===== config.mk =====
export PLATFORM = sky130hd
export DESIGN_NAME = dot_row_issuer
export DESIGN_NICKNAME = d
export VERILOG_FILES = /design/src/rtl/dot_issue_pkg.sv /design/src/rtl/dot_watchdog.sv /design/src/rtl/dot_row_issuer.sv
export SDC_FILE = /design/constraint.sdc
export NUM_CORES = 1
export LEC_CHECK = 0
export CAP_MARGIN = 0
export CORE_AREA = 8 8 275 277
export CTS_CLUSTER_DIAMETER = 40
export DETAILED_ROUTE_END_ITERATION = 6
export DIE_AREA = 0 0 283 285
export GPL_TIMING_DRIVEN = 0
export PLACE_DENSITY = 0.61
export SKIP_CTS_REPAIR_TIMING = 1
export SLEW_MARGIN = 20
export SYNTH_ARGS = -nofsm -noshare
export SYNTH_HDL_FRONTEND = slang
export SYNTH_SLANG_ARGS = --single-unit

===== constraint.sdc =====
create_clock -name clk -period 2.4 [get_ports clk]
set_input_delay 0.36 -clock clk [delete_from_list [all_inputs] [get_ports clk]]
set_output_delay 0.36 -clock clk [all_outputs]
set_load 0.01 [all_outputs]

===== src/rtl/dot_issue_pkg.sv =====
// Shared types and constants for the dot-product row issuer and the vecvec wrappers.
// Holds the FSM state encoding and the row-slice offset helper.
package dot_issue_pkg;

  localparam int DEF_WIDTH       = 32;
  localparam int DEF_BIN_POS     = 16;
  localparam int DEF_VECTOR_SIZE = 3;

  typedef enum logic [1:0] {
    IDLE = 2'd0,
    LOAD = 2'd1,
    RUN  = 2'd2,
    DONE = 2'd3
  } state_e;

  // Bit offset of element/row `idx` in a packed array of `count`-element, `width`-bit groups.
  function automatic int unsigned row_lsb(input int unsigned idx, input int unsigned count,
                                          input int unsigned width);
    return idx * count * width;
  endfunction

endpackage


===== src/rtl/dot_watchdog.sv =====
// Clear/enable cycle counter that saturates and flags expiry once it reaches TIMEOUT.
// Expiry is registered-count based: asserted the cycle the count equals or exceeds TIMEOUT.
module dot_watchdog #(
  parameter int TIMEOUT = 1024
) (
  input  logic clk,
  input  logic rst,
  input  logic clr,
  input  logic en,
  output logic expired
);

  localparam int CW = $clog2(TIMEOUT + 1);

  logic [CW-1:0] cnt_q, cnt_d;

  assign expired = (cnt_q >= CW'(TIMEOUT));

  always_comb begin
    cnt_d = cnt_q;
    if (clr) begin
      cnt_d = '0;
    end else if (en && !expired) begin
      cnt_d = cnt_q + 1'b1;
    end
  end

  always_ff @(posedge clk) begin
    if (rst) begin
      cnt_q <= '0;
    end else begin
      cnt_q <= cnt_d;
    end
  end

endmodule


===== src/rtl/dot_row_issuer.sv =====
// Issues each captured matrix row to one vecvec engine via rst/ready/complete and gathers results.
// Per row: 2 LOAD cycles minimum plus engine run time; a watchdog aborts a stuck row with error.
module dot_row_issuer
  import dot_issue_pkg::*;
#(
  parameter int WIDTH       = DEF_WIDTH,
  parameter int BIN_POS     = DEF_BIN_POS,
  parameter int VECTOR_SIZE = DEF_VECTOR_SIZE,
  parameter int ROWS        = 3,
  parameter int TIMEOUT     = 1024
) (
  input  logic                              clk,
  input  logic                              rst,
  input  logic                              start,
  input  logic [ROWS*VECTOR_SIZE*WIDTH-1:0] mat,
  input  logic [VECTOR_SIZE*WIDTH-1:0]      vec,
  output logic                              busy,
  output logic                              done,
  output logic                              error,
  output logic [ROWS*WIDTH-1:0]             result,
  output logic                              eng_rst,
  input  logic                              eng_ready,
  input  logic                              eng_complete,
  output logic [VECTOR_SIZE*WIDTH-1:0]      eng_vec_a,
  output logic [VECTOR_SIZE*WIDTH-1:0]      eng_vec_b,
  input  logic [WIDTH-1:0]                  eng_dot
);

  localparam int ROW_W = VECTOR_SIZE * WIDTH;
  localparam int MAT_W = ROWS * ROW_W;
  localparam int RW    = (ROWS > 1) ? $clog2(ROWS) : 1;

  localparam logic [1:0] ST_IDLE = IDLE;
  localparam logic [1:0] ST_LOAD = LOAD;
  localparam logic [1:0] ST_RUN  = RUN;
  localparam logic [1:0] ST_DONE = DONE;

  if (BIN_POS >= WIDTH) begin : g_bad_bin_pos
    $error("BIN_POS must be below WIDTH");
  end

  logic [1:0]           state_q, state_d;
  logic [RW-1:0]        row_q, row_d;
  logic                 first_q, first_d;
  logic [MAT_W-1:0]     mat_q, mat_d;
  logic [ROW_W-1:0]     vec_q, vec_d;
  logic [ROWS*WIDTH-1:0] res_q, res_d;
  logic                 err_q, err_d;
  logic                 wd_clr, wd_en, wd_exp;

  dot_watchdog #(.TIMEOUT(TIMEOUT)) u_watchdog (
    .clk    (clk),
    .rst    (rst),
    .clr    (wd_clr),
    .en     (wd_en),
    .expired(wd_exp)
  );

  assign wd_en = (state_q == ST_LOAD) || (state_q == ST_RUN);

  always_comb begin
    state_d = state_q;
    row_d   = row_q;
    first_d = first_q;
    mat_d   = mat_q;
    vec_d   = vec_q;
    res_d   = res_q;
    err_d   = err_q;
    wd_clr  = 1'b0;
    case (state_q)
      ST_IDLE: begin
        if (start) begin
          mat_d   = mat;
          vec_d   = vec;
          res_d   = '0;
          err_d   = 1'b0;
          row_d   = '0;
          first_d = 1'b1;
          wd_clr  = 1'b1;
          state_d = ST_LOAD;
        end
      end
      ST_LOAD: begin
        // The first LOAD cycle ignores ready so a stale ready from the last row cannot skip reset.
        first_d = 1'b0;
        if (wd_exp) begin
          err_d   = 1'b1;
          state_d = ST_DONE;
        end else if (!first_q && eng_ready) begin
          state_d = ST_RUN;
        end
      end
      ST_RUN: begin
        if (wd_exp) begin
          err_d   = 1'b1;
          state_d = ST_DONE;
        end else if (eng_complete) begin
          res_d[row_lsb(32'(row_q), 1, WIDTH) +: WIDTH] = eng_dot;
          if (row_q == RW'(ROWS - 1)) begin
            state_d = ST_DONE;
          end else begin
            row_d   = row_q + 1'b1;
            first_d = 1'b1;
            wd_clr  = 1'b1;
            state_d = ST_LOAD;
          end
        end
      end
      default: state_d = ST_IDLE;
    endcase
  end

  always_ff @(posedge clk) begin
    if (rst) begin
      state_q <= ST_IDLE;
      row_q   <= '0;
      first_q <= 1'b0;
      mat_q   <= '0;
      vec_q   <= '0;
      res_q   <= '0;
      err_q   <= 1'b0;
    end else begin
      state_q <= state_d;
      row_q   <= row_d;
      first_q <= first_d;
      mat_q   <= mat_d;
      vec_q   <= vec_d;
      res_q   <= res_d;
      err_q   <= err_d;
    end
  end

  // Operands only move when row_q or the capture registers change, both of which happen on LOAD entry.
  assign eng_vec_a = mat_q[row_lsb(32'(row_q), VECTOR_SIZE, WIDTH) +: ROW_W];
  assign eng_vec_b = vec_q;
  assign eng_rst   = (state_q != ST_RUN);
  assign busy      = (state_q == ST_LOAD) || (state_q == ST_RUN);
  assign done      = (state_q == ST_DONE);
  assign error     = err_q;
  assign result    = res_q;

endmodule


==> flow_summary_export.csv <==
group,metric,value,unit
die,die-area,80660,sq um
timing,max_slew_margin,33.38,%
timing,final-hold-violation-count,0,
logic_synthesis,synth-simple-area-share,22.75,%
power,p_sw,10.94,mW
final_layout,layout_commonest_cell,"nand2_1",
placement,hpwl,70.83,mm
logic_synthesis,synth_flop_cell,"dfxtp_1",
worst_setup_path,cp_cell_sequence,"buf_12 > buf_16 > buf_12 > buf_12 > mux2i_2 > o22ai_1 > buf_4",
worst_setup_path,cp.required,2040,ps
final_layout,layout_common_cells,"903 x nand2_1, 613 x clkdlybuf4s50_1, 495 x dfxtp_1, 486 x a21oi_1, 109 x buf_2",
worst_hold_path,min_path_type,"in -> reg",
timing,fin_crit_sh,104.3,%
global_routing,track_usage,21.70,%
power,swShare,33.61,%
timing,tightest_slew,999.4,ps
global_routing,grt_max_degree,14,
logic_synthesis,async_flop_share,0,%
placement,place.gp.congestion,0.8821,
clock_tree,cts_max_level,3,
worst_setup_path,cp-start-kind,"flip-flop",
flow_run,max_cap_violations,0,
logic_synthesis,syn_nets,2970,
global_routing,grt_pass1_vias,20880,
die,fp.dieH,285,microns
final_layout,seq_area,9955,sq um
final_layout,drive_above_1_share,14.67,%
power,combPwrFrac,28.5,%
power,clkPwrFrac,40.3,%
timing,drv_slew,0,
worst_setup_path,path_class,"reg -> out",
power,p_per_area,1013,nW/um^2
worst_setup_path,crit_top_cell,"buf_12",
final_layout,final_nets,3800,
timing,setup_viol,43,
logic_synthesis,synthAdderAreaFrac,0.5703,%
die,die_x,283,microns
die,io_pins,713,
logic_synthesis,synth_edf_count,0,
logic_synthesis,yosysUniqueCellTypes,45,
clock_tree,clock_latency,630,ps
clock_tree,cts_tree,"done",
worst_setup_path,crit_path_max_fanout,5,
logic_synthesis,syn_inst,2540,
power,peakVddDrop,0.0007158,V
clock_tree,numCtsBuffers,88,
timing,skew,29.08,ps
global_routing,grt_pass1_wl,133.6,mm
route,drt_pass1_iterations,7,
worst_setup_path,worstPathBufferInverterCount,5,
final_layout,fin_area,32130,sq um
route,wire_per_inst,21.45,microns
placement,pre_cts_slack,-1513,ps
clock_tree,cts_root_buf,"clkbuf_16",
route,viasPerCell,4.735,
worst_setup_path,arrival,2140,ps
route,drt_wl_total,94.55,mm
clock_tree,clkTransAtPathRegs,60,ps
logic_synthesis,avgSynthCellArea,7.773,sq um
clock_tree,clock_path_buffers,3,
run_status,status,"finished, violations left",
worst_setup_path,critPathSlowestCell,"dfxtp_4",
worst_setup_path,slowest_delay,400,ps
logic_synthesis,yosys_warnings,0,
final_layout,multiInputGateArea,9191,sq um
route,ant_nets,0,
placement,placed_cells,4201,
final_layout,fin_util,45.26,%
global_routing,antenna_found_initial,22,
placement,dpl_cell_area,28050,sq um
route,drc,0,
clock_tree,cts_sinks,497,
die,row_count,98,
logic_synthesis,synth_area,19740,sq um
power,power_frac_seq,31.3,%
placement,io_buffers,711,
logic_synthesis,synth_mux_area_share,5.025,%
route,via_count,20870,
logic_synthesis,synth-compound-area-share,15.87,%
timing,grt_setup_unrepaired,"true",
timing,fmax,0.3993,GHz
route,first_iter_violations,1341,
run_status,violations,"setup timing",
timing,fin_tns_setup,-1636,ps
logic_synthesis,synth.yosys.seq_area_share,50.39,%
die,start_util,27.81,%
final_layout,n_fill_cell,7121,
final_layout,syn_to_final_growth,62.74,%
power,p_int,21.61,mW
global_routing,overflow,0,
logic_synthesis,synth-xor-area-share,0.3549,%
final_layout,fin_cells,4408,
worst_setup_path,endpoint_kind,"output pin",
timing,fin_crit,2504,ps
timing,setup_slack,-104.3,ps
logic_synthesis,ys_seq_elements,497,
die,core,71000,sq um
power,p_leak,12.00,nW
worst_setup_path,cp_top_family,"buffers and inverters",
logic_synthesis,synth_top_family_by_area,"simple AND/OR/NAND/NOR gates",
per-stage QoR:
stage	power (mW)	hold WS [ps]
after floorplan	14.95	435.7
after global placement	19.28	438.9
after detailed placement	19.33	443.4
after CTS	32.52	232.8
after global routing	34.07	256.0
final	32.55	275.7
cell type report:
type | instances | area share [%]
antenna | 16 | 0.1246
multi-input combinational | 1823 | 28.61
timing repair buffer | 741 | 22.58
clock buffer | 106 | 7.348
tap | 950 | 3.699
buffer | 210 | 4.108
sequential | 497 | 30.98
inverter | 9 | 0.1168
clock inverter | 56 | 2.438
path summary, 6_finish.rpt:
check | cells after the start | slack (ps) | endpoint | startpoint
worst max-delay path | 7 | -100 | eng_vec_a[85] | row_q[0]$_SDFFE_PP0P_
worst min-delay path | 3 | 280 | mat_q[23]$_SDFFE_PP0P_ | mat[23]
worst max register to register | 8 | 50 | result[66]$_SDFFE_PP0P_ | row_q[1]$_SDFFE_PP0P_
worst min register to register | 2 | 450 | result[54]$_SDFFE_PP0P_ | result[54]$_SDFFE_PP0P_
Yosys cell counts (all sizes together), types with 2 or more instances:
cell    instances  area (sq um)
nor2b           4         25.02
nand3          66         330.3
nand2b         37         239.0
o22ai          45         281.5
xor2            3         26.28
o21ai          55         275.3
ha              9         112.6
dfxtp         497          9950
a211oi          3         35.03
nand4          35         219.0
a21oi         486          2432
nand4b          2         17.52
inv             9         33.78
nor3            3         15.01
buf           101         544.3
o211a           2         20.02
xnor2           5         43.79
nor4b           3         38.79
o211ai          3         32.53
clkbuf        110         415.4
a211o           2         17.52
nor2           18         67.56
mux2i          98         980.9
nand2         932          3498
logic make-up after synthesis:
family,after synthesis
muxes,99
xor gates and xnor gates,8
adders and majority gates,9
buffers and inverters,220
AOI/OAI and AO/OA,601
DFF,497
and+or+nand+nor,1106
power groups by stage:
stage | logic, mW | clock network (mW) | registers, mW
2_1_floorplan | 4.70 | 0 | 10.3
3_3_place_gp | 9.04 | 0 | 10.2
3_5_place_dp | 9.05 | 0 | 10.3
4_1_cts | 9.09 | 13.3 | 10.1
5_1_grt | 10.1 | 13.7 | 10.3
6_report | 9.27 | 13.1 | 10.2
state kept, by name (all words and copies together), names as in the netlist:
name / flops
first_q: 1
error: 1
result: 96
state_q: 2
mat_q: 288
row_q: 2
eng_vec_b: 96
u_watchdog.cnt_q: 11
per-layer routing:
metal | vias up | global-route usage (%) | routed length (microns)
met3 | 201 | 7.468 | 8088
met1 | 9672 | 24.55 | 37400
met4 | 10 | 10.49 | 3990
met5 | - | 0 | 67
met2 | 832 | 36.44 | 45010
li1 | 10160 | - | -
worst reg2reg max path, delay by kind of cell (launching register included):
kind,cells,cell delay (ps)
AOI/OAI and AO/OA,1,180
adders and majority gates,1,400
buffers and inverters,4,740
and+or+nand+nor,2,630
DFF,1,360
No activity file was read; power rests on OpenSTA's default activity.
